==> src/rtl/dsp_pkg.sv <==
// dsp_pkg: opcodes, status codes and scheduler state encoding shared by the DSP job scheduler.
package dsp_pkg;
  localparam logic [3:0] OP_FFT  = 4'd0;
  localparam logic [3:0] OP_IFFT = 4'd1;
  localparam logic [3:0] OP_FIR  = 4'd2;
  localparam logic [3:0] OP_IIR  = 4'd3;
  localparam logic [3:0] OP_CORR = 4'd4;
  localparam logic [3:0] OP_MAX  = OP_CORR;
  typedef enum logic [1:0] {
    ST_OK      = 2'b00,
    ST_ACC_ERR = 2'b01,
    ST_BAD_OP  = 2'b10,
    ST_TIMEOUT = 2'b11
  } status_e;
  typedef enum logic [2:0] {
    S_ARB,
    S_ISSUE,
    S_WAIT,
    S_RESPOND,
    S_COOL
  } state_e;
  function automatic logic op_is_valid(input logic [3:0] op);
    return op <= OP_MAX;
  endfunction
endpackage

==> src/rtl/dsp_job_scheduler_if.sv <==
// dsp_job_scheduler_if: requester and accelerator handshake signals of the DSP job scheduler.
interface dsp_job_scheduler_if #(
  parameter int NUM_REQ = 4,
  parameter int SELW    = $clog2(NUM_REQ)
);
  logic [NUM_REQ-1:0]   req_valid;
  logic [4*NUM_REQ-1:0] req_op;
  logic [NUM_REQ-1:0]   req_ready;
  logic [NUM_REQ-1:0]   resp_valid;
  logic [1:0]           resp_status;
  logic                 acc_enable;
  logic [3:0]           acc_operation;
  logic [SELW-1:0]      acc_sel;
  logic                 acc_done;
  logic                 acc_error;
  modport master (
    output req_valid, req_op, acc_done, acc_error,
    input  req_ready, resp_valid, resp_status, acc_enable, acc_operation, acc_sel
  );
  modport slave (
    input  req_valid, req_op, acc_done, acc_error,
    output req_ready, resp_valid, resp_status, acc_enable, acc_operation, acc_sel
  );
endinterface

==> src/rtl/rr_arbiter.sv <==
// rr_arbiter: combinational round-robin search of req_i starting at ptr_i, ascending with wrap.
module rr_arbiter #(
  parameter int NUM_REQ = 4,
  parameter int SELW    = $clog2(NUM_REQ)
) (
  input  logic [NUM_REQ-1:0] req_i,
  input  logic [SELW-1:0]    ptr_i,
  output logic [SELW-1:0]    idx_o,
  output logic               hit_o
);
  logic [SELW-1:0] cand;
  // Scan farthest-first so the candidate closest to the pointer is written last and wins.
  always_comb begin
    idx_o = '0;
    hit_o = 1'b0;
    cand  = '0;
    for (int k = NUM_REQ - 1; k >= 0; k--) begin
      cand = SELW'((int'(ptr_i) + k) % NUM_REQ);
      if (req_i[cand]) begin
        idx_o = cand;
        hit_o = 1'b1;
      end
    end
  end
endmodule

==> src/rtl/dsp_job_scheduler.sv <==
// dsp_job_scheduler: round-robin grant of the DSP accelerator with issue/wait/respond sequencing and a watchdog.
module dsp_job_scheduler
  import dsp_pkg::*;
#(
  parameter int NUM_REQ = 4,
  parameter int TIMEOUT = 256,
  parameter int SELW    = $clog2(NUM_REQ)
) (
  input  logic                 clk,
  input  logic                 rst_n,
  dsp_job_scheduler_if.slave   bus,
  output logic                 busy,
  output logic                 fault,
  output logic [15:0]          job_count
);
  localparam int              WDW     = $clog2(TIMEOUT);
  localparam logic [WDW-1:0]  WD_LAST = WDW'(TIMEOUT - 1);

  state_e              state_q, state_d;
  logic [SELW-1:0]     rr_ptr_q, rr_ptr_d, owner_q, owner_d, grant_idx;
  logic                grant_hit;
  logic [3:0]          op_q, op_d, grant_op;
  logic [WDW-1:0]      wdog_q, wdog_d;
  status_e             status_q, status_d;
  logic                fault_q, fault_d;
  logic [15:0]         job_count_q, job_count_d;
  logic [NUM_REQ-1:0]  req_ready_q, req_ready_d, resp_valid_q, resp_valid_d;
  logic                acc_enable_q, acc_enable_d, busy_q, busy_d;

  rr_arbiter #(.NUM_REQ(NUM_REQ), .SELW(SELW)) u_arb (
    .req_i (bus.req_valid),
    .ptr_i (rr_ptr_q),
    .idx_o (grant_idx),
    .hit_o (grant_hit)
  );

  assign grant_op = bus.req_op[{grant_idx, 2'b00} +: 4];

  // Every output is a register loaded from the next state, so it appears in the cycle the state is entered.
  always_comb begin
    state_d     = state_q;
    rr_ptr_d    = rr_ptr_q;
    owner_d     = owner_q;
    op_d        = op_q;
    wdog_d      = wdog_q;
    status_d    = status_q;
    fault_d     = fault_q;
    req_ready_d = '0;
    case (state_q)
      S_ARB: if (grant_hit) begin
        owner_d     = grant_idx;
        rr_ptr_d    = (grant_idx == SELW'(NUM_REQ - 1)) ? '0 : grant_idx + 1'b1;
        req_ready_d = NUM_REQ'(1) << grant_idx;
        if (op_is_valid(grant_op)) begin
          op_d    = grant_op;
          state_d = S_ISSUE;
        end else begin
          status_d = ST_BAD_OP;
          state_d  = S_RESPOND;
        end
      end
      S_ISSUE: begin
        wdog_d  = '0;
        state_d = S_WAIT;
      end
      S_WAIT: if (bus.acc_error) begin
        status_d = ST_ACC_ERR;
        state_d  = S_RESPOND;
      end else if (bus.acc_done) begin
        status_d = ST_OK;
        state_d  = S_RESPOND;
      end else if (wdog_q == WD_LAST) begin
        status_d = ST_TIMEOUT;
        fault_d  = 1'b1;
        state_d  = S_RESPOND;
      end else begin
        wdog_d = wdog_q + 1'b1;
      end
      S_RESPOND: state_d = S_COOL;
      S_COOL:    state_d = S_ARB;
      default:   state_d = S_ARB;
    endcase
    acc_enable_d = state_d == S_ISSUE;
    busy_d       = state_d != S_ARB;
    resp_valid_d = (state_d == S_RESPOND) ? (NUM_REQ'(1) << owner_d) : '0;
    job_count_d  = job_count_q + 16'(state_d == S_RESPOND);
  end

  always_ff @(posedge clk or negedge rst_n)
    if (!rst_n) begin
      state_q      <= S_ARB;
      rr_ptr_q     <= '0;
      owner_q      <= '0;
      op_q         <= '0;
      wdog_q       <= '0;
      status_q     <= ST_OK;
      fault_q      <= 1'b0;
      job_count_q  <= '0;
      req_ready_q  <= '0;
      resp_valid_q <= '0;
      acc_enable_q <= 1'b0;
      busy_q       <= 1'b0;
    end else begin
      state_q      <= state_d;
      rr_ptr_q     <= rr_ptr_d;
      owner_q      <= owner_d;
      op_q         <= op_d;
      wdog_q       <= wdog_d;
      status_q     <= status_d;
      fault_q      <= fault_d;
      job_count_q  <= job_count_d;
      req_ready_q  <= req_ready_d;
      resp_valid_q <= resp_valid_d;
      acc_enable_q <= acc_enable_d;
      busy_q       <= busy_d;
    end

  assign bus.req_ready     = req_ready_q;
  assign bus.resp_valid    = resp_valid_q;
  assign bus.resp_status   = status_q;
  assign bus.acc_enable    = acc_enable_q;
  assign bus.acc_operation = op_q;
  assign bus.acc_sel       = owner_q;
  assign busy              = busy_q;
  assign fault             = fault_q;
  assign job_count         = job_count_q;
endmodule

==> src/flat_wrapper.sv <==
// flat-port wrapper written by rule: the top's interface ports become plain ports
module dsp_job_scheduler_flat import dsp_pkg::*;
#(
  parameter int NUM_REQ = 4,
  parameter int TIMEOUT = 256,
  parameter int SELW    = $clog2(NUM_REQ)
)
  (clk, rst_n, busy, fault, job_count, bus_req_valid, bus_req_op, bus_acc_done, bus_acc_error, bus_req_ready, bus_resp_valid, bus_resp_status, bus_acc_enable, bus_acc_operation, bus_acc_sel);
  dsp_job_scheduler_if #(.NUM_REQ(NUM_REQ), .SELW(SELW)) bus_i ();
  input  logic clk;
  input  logic rst_n;
  output logic busy;
  output logic fault;
  output logic [15:0] job_count;
  input wire logic [$bits(bus_i.req_valid)-1:0] bus_req_valid;
  input wire logic [$bits(bus_i.req_op)-1:0] bus_req_op;
  input wire logic [$bits(bus_i.acc_done)-1:0] bus_acc_done;
  input wire logic [$bits(bus_i.acc_error)-1:0] bus_acc_error;
  output wire logic [$bits(bus_i.req_ready)-1:0] bus_req_ready;
  output wire logic [$bits(bus_i.resp_valid)-1:0] bus_resp_valid;
  output wire logic [$bits(bus_i.resp_status)-1:0] bus_resp_status;
  output wire logic [$bits(bus_i.acc_enable)-1:0] bus_acc_enable;
  output wire logic [$bits(bus_i.acc_operation)-1:0] bus_acc_operation;
  output wire logic [$bits(bus_i.acc_sel)-1:0] bus_acc_sel;
  assign bus_i.req_valid = bus_req_valid;
  assign bus_i.req_op = bus_req_op;
  assign bus_i.acc_done = bus_acc_done;
  assign bus_i.acc_error = bus_acc_error;
  assign bus_req_ready = bus_i.req_ready;
  assign bus_resp_valid = bus_i.resp_valid;
  assign bus_resp_status = bus_i.resp_status;
  assign bus_acc_enable = bus_i.acc_enable;
  assign bus_acc_operation = bus_i.acc_operation;
  assign bus_acc_sel = bus_i.acc_sel;
  dsp_job_scheduler #(.NUM_REQ(NUM_REQ), .TIMEOUT(TIMEOUT), .SELW(SELW)) u_core (.clk(clk), .rst_n(rst_n), .bus(bus_i), .busy(busy), .fault(fault), .job_count(job_count));
endmodule
==> config.mk <==
export PLATFORM = sky130hd
export DESIGN_NAME = dsp_job_scheduler_flat
export DESIGN_NICKNAME = d
export VERILOG_FILES = /design/src/rtl/dsp_pkg.sv /design/src/rtl/dsp_job_scheduler_if.sv /design/src/rtl/rr_arbiter.sv /design/src/rtl/dsp_job_scheduler.sv /design/src/flat_wrapper.sv
export SDC_FILE = /design/constraint.sdc
export NUM_CORES = 1
export LEC_CHECK = 0
export BUFFER_PORTS_ARGS = -buffer_cell sky130_fd_sc_hd__buf_4
export CAP_MARGIN = 20
export CORE_MARGIN = 3
export CORE_UTILIZATION = 47
export DETAILED_ROUTE_END_ITERATION = 6
export HOLD_SLACK_MARGIN = 0.05
export PLACE_DENSITY = 0.8
export SKIP_LAST_GASP = 1
export SLEW_MARGIN = 20
export SYNTH_ARGS = -nofsm -noshare
export SYNTH_HDL_FRONTEND = slang
export SYNTH_SLANG_ARGS = --single-unit
export TNS_END_PERCENT = 100
==> constraint.sdc <==
create_clock -name clk -period 2.35 [get_ports clk]
set_input_delay 0.235 -clock clk [delete_from_list [all_inputs] [get_ports clk]]
set_output_delay 0.235 -clock clk [all_outputs]
set_load 0.1 [all_outputs]
==> flow_summary.ini, run 1 <==
[logic_synthesis]
synth.distinct_cells = 49
synth_top_family_by_area = simple AND/OR/NAND/NOR gates
synth-compound-area-share_pct = 13.4
syn-mean-instance-area_um2 = 10.5
ys_ff_latch = 48
ys.flop_type = dfrtp_1
yosysMostFrequentCell = dfrtp_1
ys_seq_area_share_pct = 51.5
muxShareOfSynthArea_pct = 2.04
yosys.area.top_type = dfrtp_1
synthArstFlopShare_pct = 100
postSynthCellCount = 222
syn_area_um2 = 2330
synth_edf_count = 0
synth_top_area_share_pct = 51.5
synth_commonest_cells = 48 x dfrtp_1, 20 x nand3_1, 15 x nand2_1, 15 x o21ai_0, 13 x nor2_1
synth-simple-area-share_pct = 19.8
synth_fa_ha_area_share_pct = 4.29
synth_nets = 254
synth.area.top_cells = dfrtp_1 52%, ha_1 4.3%, nand3_1 4.3%, xnor2_1 4.1%, o21ai_0 3.2%
synth_xor_area_share_pct = 6.76
ys_warn_count = 0

[sta]
setup_ws_ps = -69.1
worst-slew-pin-transition_ps = 582
setup_violations = 9
max_slew_margin_pct = 61.2
hold_violations = 0
fmax_mhz = 413
period_minus_slack_ps = 2420
min_period_over_period_pct = 103
fin_tns_setup_ps = -297
slew_violations = 0
rsz0062_at_grt = true
finClkSkew_ps = 7.92

[worst_setup_path]
cpMaxStageDelayCell = dfrtp_1
endpoint_kind = flop
cp_max_fo = 5
critical-path-max-stage-delay_ps = 390
path_cells = nor2b_2 > a21o_1 > a211oi_4 > inv_2 > and3_4 > a211o_1 > o21a_4 > inv_4 > ha_4 > and3_4 > nand4_1 > xnor2_1
required_ps = 2550
critPathTopFamily = compound AO/OA/AOI/OAI gates
path_buf_inv = 2
cp_common_cell = and3_4
critical_path_class = reg2reg
worstSetupStartpointType = flop
worst_ep_arrival_time_ps = 2620

[power_and_ir_drop]
power.density_nw_per_um2 = 1430
ir_drop_mv = 0.899
p_leak_nw = 1.61

[finish]
fillers = 334
register_area_um2 = 1200
area_growth_pct = 39.6
finalInstanceArea_um2 = 3250
multi_input_area_um2 = 1190
n_antenna_cell = 0
drive_gt1_share_pct = 40.0
nNetsFinal = 346

[die]
dieWidth_um = 76.4
initial_core_util_pct = 51.1
io_pins = 59
dieArea_um2 = 5840
placementRows = 24
core_um2 = 4560
die_h_um = 76.4

[place]
pre_cts_ws_ps = -275
place_hpwl_um = 3910
io_buffers = 58
gp_congestion = 0.855
placed_area_um2 = 3040

[clock_network]
cts_buffer_depth = 2
cts_tree = built
insertion_delay_ps = 300
clock-sinks = 48
clk_pin_slew_worst_paths_ps = 90
htreeDepth = 2
cts_root_buf = clkbuf_8
cts_made_buffers = 5

[global_route]
grt_max_degree = 49
grt-ovfl-total = 0
grt_pass1_wl_um = 8840
grt_pass1_vias = 1943
grt_util_all_layers_pct = 18.6
antenna_found_initial = 0

[detailed_routing]
wire_per_inst_um = 14.0
via_per_inst = 5.23
vias = 1988
ant_nets = 0
routed_wirelength_um = 5310
drt_pre_antenna_iters = 4
drc = 0
initialDrtViolationCount = 77

[flow_run]
maxCapViolCount = 0

[status]
violations = setup timing
status = complete, but fails checks

[min_path]
hold_path.class = in2reg
flip-flops by register name, indices dropped and copies added, names as in the netlist:
name,cells
u_core.bus.acc_enable,1
u_core.bus.acc_operation,4
u_core.bus.acc_sel,2
u_core.bus.req_ready,4
u_core.bus.resp_status,2
u_core.bus.resp_valid,4
u_core.busy,1
u_core.fault,1
u_core.job_count,16
u_core.rr_ptr_q,2
u_core.state_q,3
u_core.wdog_q,8
path summary, 6_finish.rpt:
kind	slack, ps	end	start	cells past startpoint
hold / removal	310	u_core.wdog_q[0]	bus_acc_done	4
setup / recovery	-70	u_core.job_count[9]	u_core.rr_ptr_q[0]	12
max in group asynchronous	1470	u_core.job_count[5]	rst_n	2
hold reg to reg	480	u_core.job_count[15]	u_core.job_count[15]	1
min in group asynchronous	480	u_core.bus.acc_operation[1]	rst_n	2
setup reg to reg	-70	u_core.job_count[9]	u_core.rr_ptr_q[0]	12
layout by cell type (no fill, tap or decap), types with 2 or more instances in the layout:
cell,count
a211oi_4,2
a21o_2,2
a21oi_1,9
a21oi_4,2
a22o_1,2
and2_1,8
and3_1,2
and3_2,2
and3_4,2
buf_4,85
clkbuf_8,5
clkinv_2,3
dfrtp_1,48
ha_1,6
ha_4,2
inv_1,9
mux2_2,2
nand2_1,14
nand3_1,19
nand4_1,8
nor2_1,11
nor2_2,2
nor2_4,2
nor3_1,2
nor3b_1,2
nor4_1,2
o21ai_0,14
or3_1,2
xnor2_1,11
xor2_1,7
metal layers:
metal,part of all wire [%],GRT usage (%)
met1,44,23.4
met2,49,31.7
met3,4.2,4.14
met4,1.9,5.80
met5,0,0
power breakdown:
group	total [mW]	internal (mW)	switching, mW	leakage, nW
registers	1.21	1.05	0.159	0.630
clock network	0.475	0.207	0.268	0.0479
logic	2.95	0.942	2.01	0.936
worst register-to-register path, delay by kind of cell, from the launching register on:
family / cells / cell delay (ps)
AO/OA/AOI/OAI: 4 / 940
AND/OR/NAND/NOR: 4 / 570
flip-flops: 1 / 390
adder cells (fa/ha/maj): 1 / 160
XOR/XNOR: 1 / 140
buffers and inverters: 2 / 120
area by class of cell:
| cell class | instances | area share (%) |
|---|---|---|
| Clock buffer | 5 | 2.12 |
| Timing Repair Buffer | 86 | 19.9 |
| Tap cell | 65 | 2.50 |
| Sequential cell | 48 | 36.9 |
| Clock inverter | 3 | 0.577 |
| Inverter | 12 | 1.50 |
| Multi-Input combinational cell | 161 | 36.5 |
stage by stage:
stage	utilization, %	total power [mW]	std cells	hold WS, ps
5_1_grt	71.3	4.90	380	318
3_3_place_gp	66.6	3.97	367	270
3_5_place_dp	66.6	4.03	367	277
6_report	71.3	4.64	380	315
4_1_cts	70.3	4.61	377	303
2_1_floorplan	-	3.22	222	-60.6
repair_timing:
action	CTS	global route
pin swaps	6	4
resized for setup	13	5
hold endpoints to repair	48	0
gates cloned	0	0
buffers inserted	2	3
endpoints found under the setup margin	12	16
hold buffers	1	0
kinds of logic after synthesis:
group / after synthesis
buf+inv: 13
mux: 4
fa+ha+maj: 8
xor+xnor: 18
flops: 48
simple gates: 87
compound gates: 44
No activity file was read; power rests on OpenSTA's default activity.
==> inputs of run 2 (changes only) <==
==> constraint.sdc (replaced) <==
create_clock -name clk -period 2.35 [get_ports clk]
set_input_delay 0.47 -clock clk [delete_from_list [all_inputs] [get_ports clk]]
set_output_delay 0.47 -clock clk [all_outputs]
set_load 0.1 [all_outputs]
==> run 2 against run 1 <==
  * The run still ends with setup timing left
  * Sequential power about the same
  * Non-clock buffer count increased by 5
  * First-iteration DRC count increased by 21%
  * Critical path depth increased by 1
  * Clock skew increased by 3.6 ps
  * Global-route usage increased by 0.71 points
  * Largest power group unchanged
  * Count of clock-buffer cells in the layout increased by 1
  * Worst hold slack got worse by 160 ps
  * Combinational power increased by 7.1%
  * Cell count increased by 1.3%
  * Critical path type unchanged
  * Core utilization increased by 2.4 points
  * Highest routed layer unchanged
  * Maximum frequency decreased by 3.0%
==> flow_summary.ini, run 2 (synthesis gave the netlist of run 1 again) <==
[clock_network]
cts_tree = built
clock-sinks = 48
cts_made_buffers = 5
clk_pin_slew_worst_paths_ps = 90
cts_buffer_depth = 2
insertion_delay_ps = 300
hold_buffers = 0
cts_root_buf = clkbuf_8
htreeDepth = 2

[finish]
largest_reg_flops = 16
nNetsFinal = 351
final_common_cell = buf_4
n_antenna_cell = 0
area_growth_pct = 44.2
drive_gt1_share_pct = 43.4
final_cell_mix = 89 x buf_4, 48 x dfrtp_1, 15 x o21ai_0

[power_and_ir_drop]
comb_power_share_pct = 64.7
clockPowerShare_pct = 10.3
p_switching_mw = 2.52
power.density_nw_per_um2 = 1450
p_int_mw = 2.37
p_sw_share_pct = 51.5
total_power_mw = 4.89
p_seq_share_pct = 25.0
p_leak_nw = 1.67
ir_drop_mv = 0.877

[sta]
period_minus_slack_ps = 2490
finClkSkew_ps = 11.5
setup_violations = 15
fmax_mhz = 401
setup_ws_ps = -143
slew_violations = 0
hold_violations = 0
max_slew_margin_pct = 62.0
hold_ws_ps = 158
rsz0062_at_grt = true
min_period_over_period_pct = 106
worst-slew-pin-transition_ps = 570

[worst_setup_path]
worstSetupStartpointType = flop
critical-path-max-stage-delay_ps = 380
cp_common_cell = and3_4
cpMaxStageDelayCell = dfrtp_1
critPathTopFamily = compound AO/OA/AOI/OAI gates
cp_max_fo = 5
required_ps = 2540
path_cells = buf_6 > nor2b_4 > a21o_1 > a211oi_4 > inv_2 > and3_4 > a211o_1 > o21a_4 > inv_4 > ha_4 > and3_4 > nand4_1 > xnor2_1
critical_path_class = reg2reg
worst_ep_arrival_time_ps = 2690
path_buf_inv = 3
endpoint_kind = flop

[detailed_routing]
drt_pre_antenna_iters = 4
routed_wirelength_um = 5510
vias = 2013
via_per_inst = 5.23
initialDrtViolationCount = 93
drc = 0
wire_per_inst_um = 14.3
ant_nets = 0

[global_route]
grt_max_degree = 49
grt-ovfl-total = 0
grt_pass1_vias = 1995
grt_util_all_layers_pct = 19.3
antenna_found_initial = 0
grt_pass1_wl_um = 9100

[die]
initial_core_util_pct = 51.1
dieArea_um2 = 5840
dieWidth_um = 76.4
io_pins = 59
core_um2 = 4560
die_h_um = 76.4
placementRows = 24

[min_path]
hold_path.class = in2async

[place]
gp_congestion = 0.853
place_hpwl_um = 3940
io_buffers = 58

[flow_run]
maxCapViolCount = 0

[status]
status = complete, but fails checks
violations = setup timing
[run 2: changes by cell type in the layout (fill, tap and decap cells not counted), moves of 2 or more]
cell	delta
buf_6	+2
nand3_1	-7
mux2_4	+2
buf_4	+4
mux2_2	-2
clkinv_2	-2
nand3_2	+7
[run 2: power groups by stage]
stage | Combinational (mW) | Sequential (mW) | Clock, mW
4_1_cts | 3.04 | 1.21 | 0.525
3_3_place_gp | 2.81 | 1.21 | 0
6_report | 3.16 | 1.22 | 0.504
5_1_grt | 3.36 | 1.25 | 0.555
3_5_place_dp | 2.86 | 1.22 | 0
2_1_floorplan | 0.859 | 2.37 | 0
[run 2: layer usage]
| metal | GRT usage [%] | vias to the layer above | routed length [µm] |
|---|---|---|---|
| li1 | - | 978 | - |
| met1 | 23.8 | 969 | 2400 |
| met2 | 33.0 | 55 | 2780 |
| met3 | 4.49 | 11 | 241 |
| met4 | 6.88 | 0 | 90 |
| met5 | 0 | - | 0 |
[run 2: final cells by class]
| type | instances | area (µm²) |
|---|---|---|
| clock inverters | 2 | 13.8 |
| fillers | 344 | 1200 |
| clock buffers | 6 | 82.6 |
| flip-flops and latches | 48 | 1200 |
| repair buffers | 91 | 691 |
| inverters | 12 | 47.5 |
| well taps | 65 | 81.3 |
| multi-input cells | 161 | 1240 |
[run 2: per-stage QoR]
stage	std cells	setup WS, ps	utilization (%)	cell area, µm²	setup TNS [ps]
global route	385	-260	73.7	3360	-3260
global placement	368	-403	66.9	3050	-4680
detailed placement	368	-476	66.9	3050	-5630
CTS	383	-123	72.0	3290	-909
floorplan	222	-383	-	2360	-4050
finish	385	-143	73.7	3360	-1400
[run 2: worst register-to-register path, delay by kind of cell (launching register included)]
| family | cells | cell delay, ps |
|---|---|---|
| compound gates | 4 | 940 |
| simple gates | 4 | 550 |
| flops | 1 | 380 |
| buf+inv | 3 | 240 |
| fa+ha+maj | 1 | 150 |
| xor+xnor | 1 | 150 |
[run 2: repair_timing]
| action | in CTS | in global routing |
|---|---|---|
| buffers inserted | 7 | 2 |
| resized for setup | 17 | 12 |
| pin swaps | 8 | 5 |
| setup endpoints to repair | 12 | 23 |
[run 2: final timing paths]
path,cells past startpoint,slack (ps),to,start
setup / recovery,13,-140,u_core.job_count[9],u_core.rr_ptr_q[0]
hold / removal,1,160,u_core.bus.resp_valid[0],rst_n
setup reg to reg,13,-140,u_core.job_count[9],u_core.rr_ptr_q[0]
hold reg to reg,1,480,u_core.job_count[15],u_core.job_count[15]
max in group asynchronous,1,1790,u_core.rr_ptr_q[1],rst_n
min in group clk,1,480,u_core.job_count[15],u_core.job_count[15]
==> inputs of run 3 (changes only) <==
--- a/config.mk
+++ b/config.mk
@@ -8,10 +8,11 @@
 export BUFFER_PORTS_ARGS = -buffer_cell sky130_fd_sc_hd__buf_4
 export CAP_MARGIN = 20
 export CORE_MARGIN = 3
-export CORE_UTILIZATION = 47
+export CORE_UTILIZATION = 49
+export CTS_BUF_LIST = sky130_fd_sc_hd__clkbuf_8
 export DETAILED_ROUTE_END_ITERATION = 6
 export HOLD_SLACK_MARGIN = 0.05
-export PLACE_DENSITY = 0.8
+export PLACE_DENSITY = 0.82
 export SKIP_LAST_GASP = 1
 export SLEW_MARGIN = 20
 export SYNTH_ARGS = -nofsm -noshare
==> run 3 against run 2 <==
  * The flow still finishes with violations (setup timing)
  * Routed wire length up 2.2%
  * Critical path type unchanged
  * Maximum frequency down 0.24%
  * Via count rose by 2.3%
  * First-iteration DRC count decreased by 13%
  * Combinational power is essentially flat
  * Highest routed layer unchanged
  * Sequential share of layout area fell by 0.29 points
==> flow_summary.ini, run 3 (synthesis gave the netlist of run 1 again) <==
[status]
status = complete, but fails checks
violations = setup timing

[finish]
finalInstanceArea_um2 = 3390
final_util_pct = 75.8
largest_reg_flops = 16
final_cell_mix = 96 x buf_4, 48 x dfrtp_1, 15 x nand3_1, 15 x o21ai_0, 13 x nand2_1
area_growth_pct = 45.4
nNetsFinal = 357
final_common_cell = buf_4
n_antenna_cell = 0
drive_gt1_share_pct = 44.2

[clock_network]
clk_pin_slew_worst_paths_ps = 100
cts_root_buf = clkbuf_8
cts_buffer_depth = 2
clock-sinks = 48
cts_tree = built
cts_made_buffers = 5
htreeDepth = 2
insertion_delay_ps = 310
hold_buffers = 0

[worst_setup_path]
cp_common_cell = and3_4
worstReg2RegStart = u_core.rr_ptr_q[0]
cpMaxStageDelayCell = dfrtp_1
worstSetupStartpointType = flop
critical_path_class = reg2reg
path_buf_inv = 2
required_ps = 2560
critical-path-max-stage-delay_ps = 420
worst_ep_arrival_time_ps = 2710
cp_max_fo = 5
endpoint_kind = flop
startpoint = u_core.rr_ptr_q[0]
critPathTopFamily = compound AO/OA/AOI/OAI gates
path_cells = nor2b_4 > a21o_1 > a211oi_4 > inv_2 > and3_4 > a211o_1 > o21a_4 > inv_4 > ha_4 > and3_4 > nand4_1 > xnor2_1

[place]
gp_congestion = 0.886
placed_area_um2 = 3050
pre_cts_ws_ps = -478
io_buffers = 58
place_hpwl_um = 3830

[detailed_routing]
routed_wirelength_um = 5630
initialDrtViolationCount = 81
drt_pre_antenna_iters = 4
ant_nets = 0
drc = 0
via_per_inst = 5.45
wire_per_inst_um = 14.9
vias = 2059

[sta]
max_slew_margin_pct = 62.2
worst-slew-pin-transition_ps = 567
slew_violations = 0
hold_violations = 0
finClkSkew_ps = 11.0
period_minus_slack_ps = 2500
rsz0062_at_grt = true
hold_ws_ps = 148
setup_ws_ps = -149
min_period_over_period_pct = 106
fin_tns_setup_ps = -1520
setup_violations = 16
fmax_mhz = 400

[die]
dieArea_um2 = 5620
initial_core_util_pct = 52.1
io_pins = 59
dieWidth_um = 75.0
core_um2 = 4470
die_h_um = 75.0
placementRows = 24

[global_route]
antenna_found_initial = 0
grt_pass1_wl_um = 9000
grt_util_all_layers_pct = 20.9
grt_max_degree = 49
grt-ovfl-total = 0
grt_pass1_vias = 2011

[power_and_ir_drop]
p_leak_nw = 1.69
power.density_nw_per_um2 = 1480
ir_drop_mv = 0.843

[flow_run]
maxCapViolCount = 0

[min_path]
hold_path.class = in2async
-- run 3: cell types whose count changed in the layout (fill, tap and decap cells not counted), sizes merged --
cell,change
clkinv,-1
buf,+6
clkbuf,-1
clkinvlp,+1
bufinv,+1
-- run 3: per-stage QoR --
step,instances,total power [mW]
finish,378,5.01
global route,378,5.27
detailed placement,357,4.08
floorplan,222,3.23
CTS,370,4.82
global placement,357,4.02
-- run 3: repair_timing --
action                                  in CTS  in global routing
pin swaps                                    6                  9
endpoints found under the setup margin      13                 15
setup buffers                                5                  8
resized for setup                           11                 15
-- run 3: report_power, final --
group          switching, mW  internal, mW
combinational           2.08          1.09
clock                  0.292         0.321
sequential             0.179          1.05
total                   2.55          2.46
-- run 3: layout make-up --
class | instances | area, µm²
Fill cell | 276 | 1080
Tap cell | 52 | 65.1
Clock inverter | 3 | 46.3
Timing Repair Buffer | 97 | 732
Inverter | 12 | 48.8
Clock buffer | 5 | 68.8
Sequential cell | 48 | 1200
Multi-Input combinational cell | 161 | 1230
-- run 3: worst paths after layout --
check                                       endpoint  slack, ps  depth (start not counted)
setup reg to reg                 u_core.job_count[9]       -150                         12
hold reg to reg                 u_core.job_count[15]        470                          1
setup / recovery                 u_core.job_count[9]       -150                         12
max in group asynchronous           u_core.wdog_q[2]       1810                          1
hold / removal             u_core.bus.resp_status[1]        150                          1
min in group clk                u_core.job_count[15]        470                          1
-- run 3: layer usage --
metal  global-route usage (%)  vias to the layer above  part of all wire [%]  routed length [µm]
met2                     35.0                       61                    50                2800
met4                     6.52                        0                   1.7                  93
met5                        0                        -                     0                   0
met3                     5.34                       11                   4.8                 273
li1                         -                      986                     -                   -
met1                     26.7                     1001                    44                2460
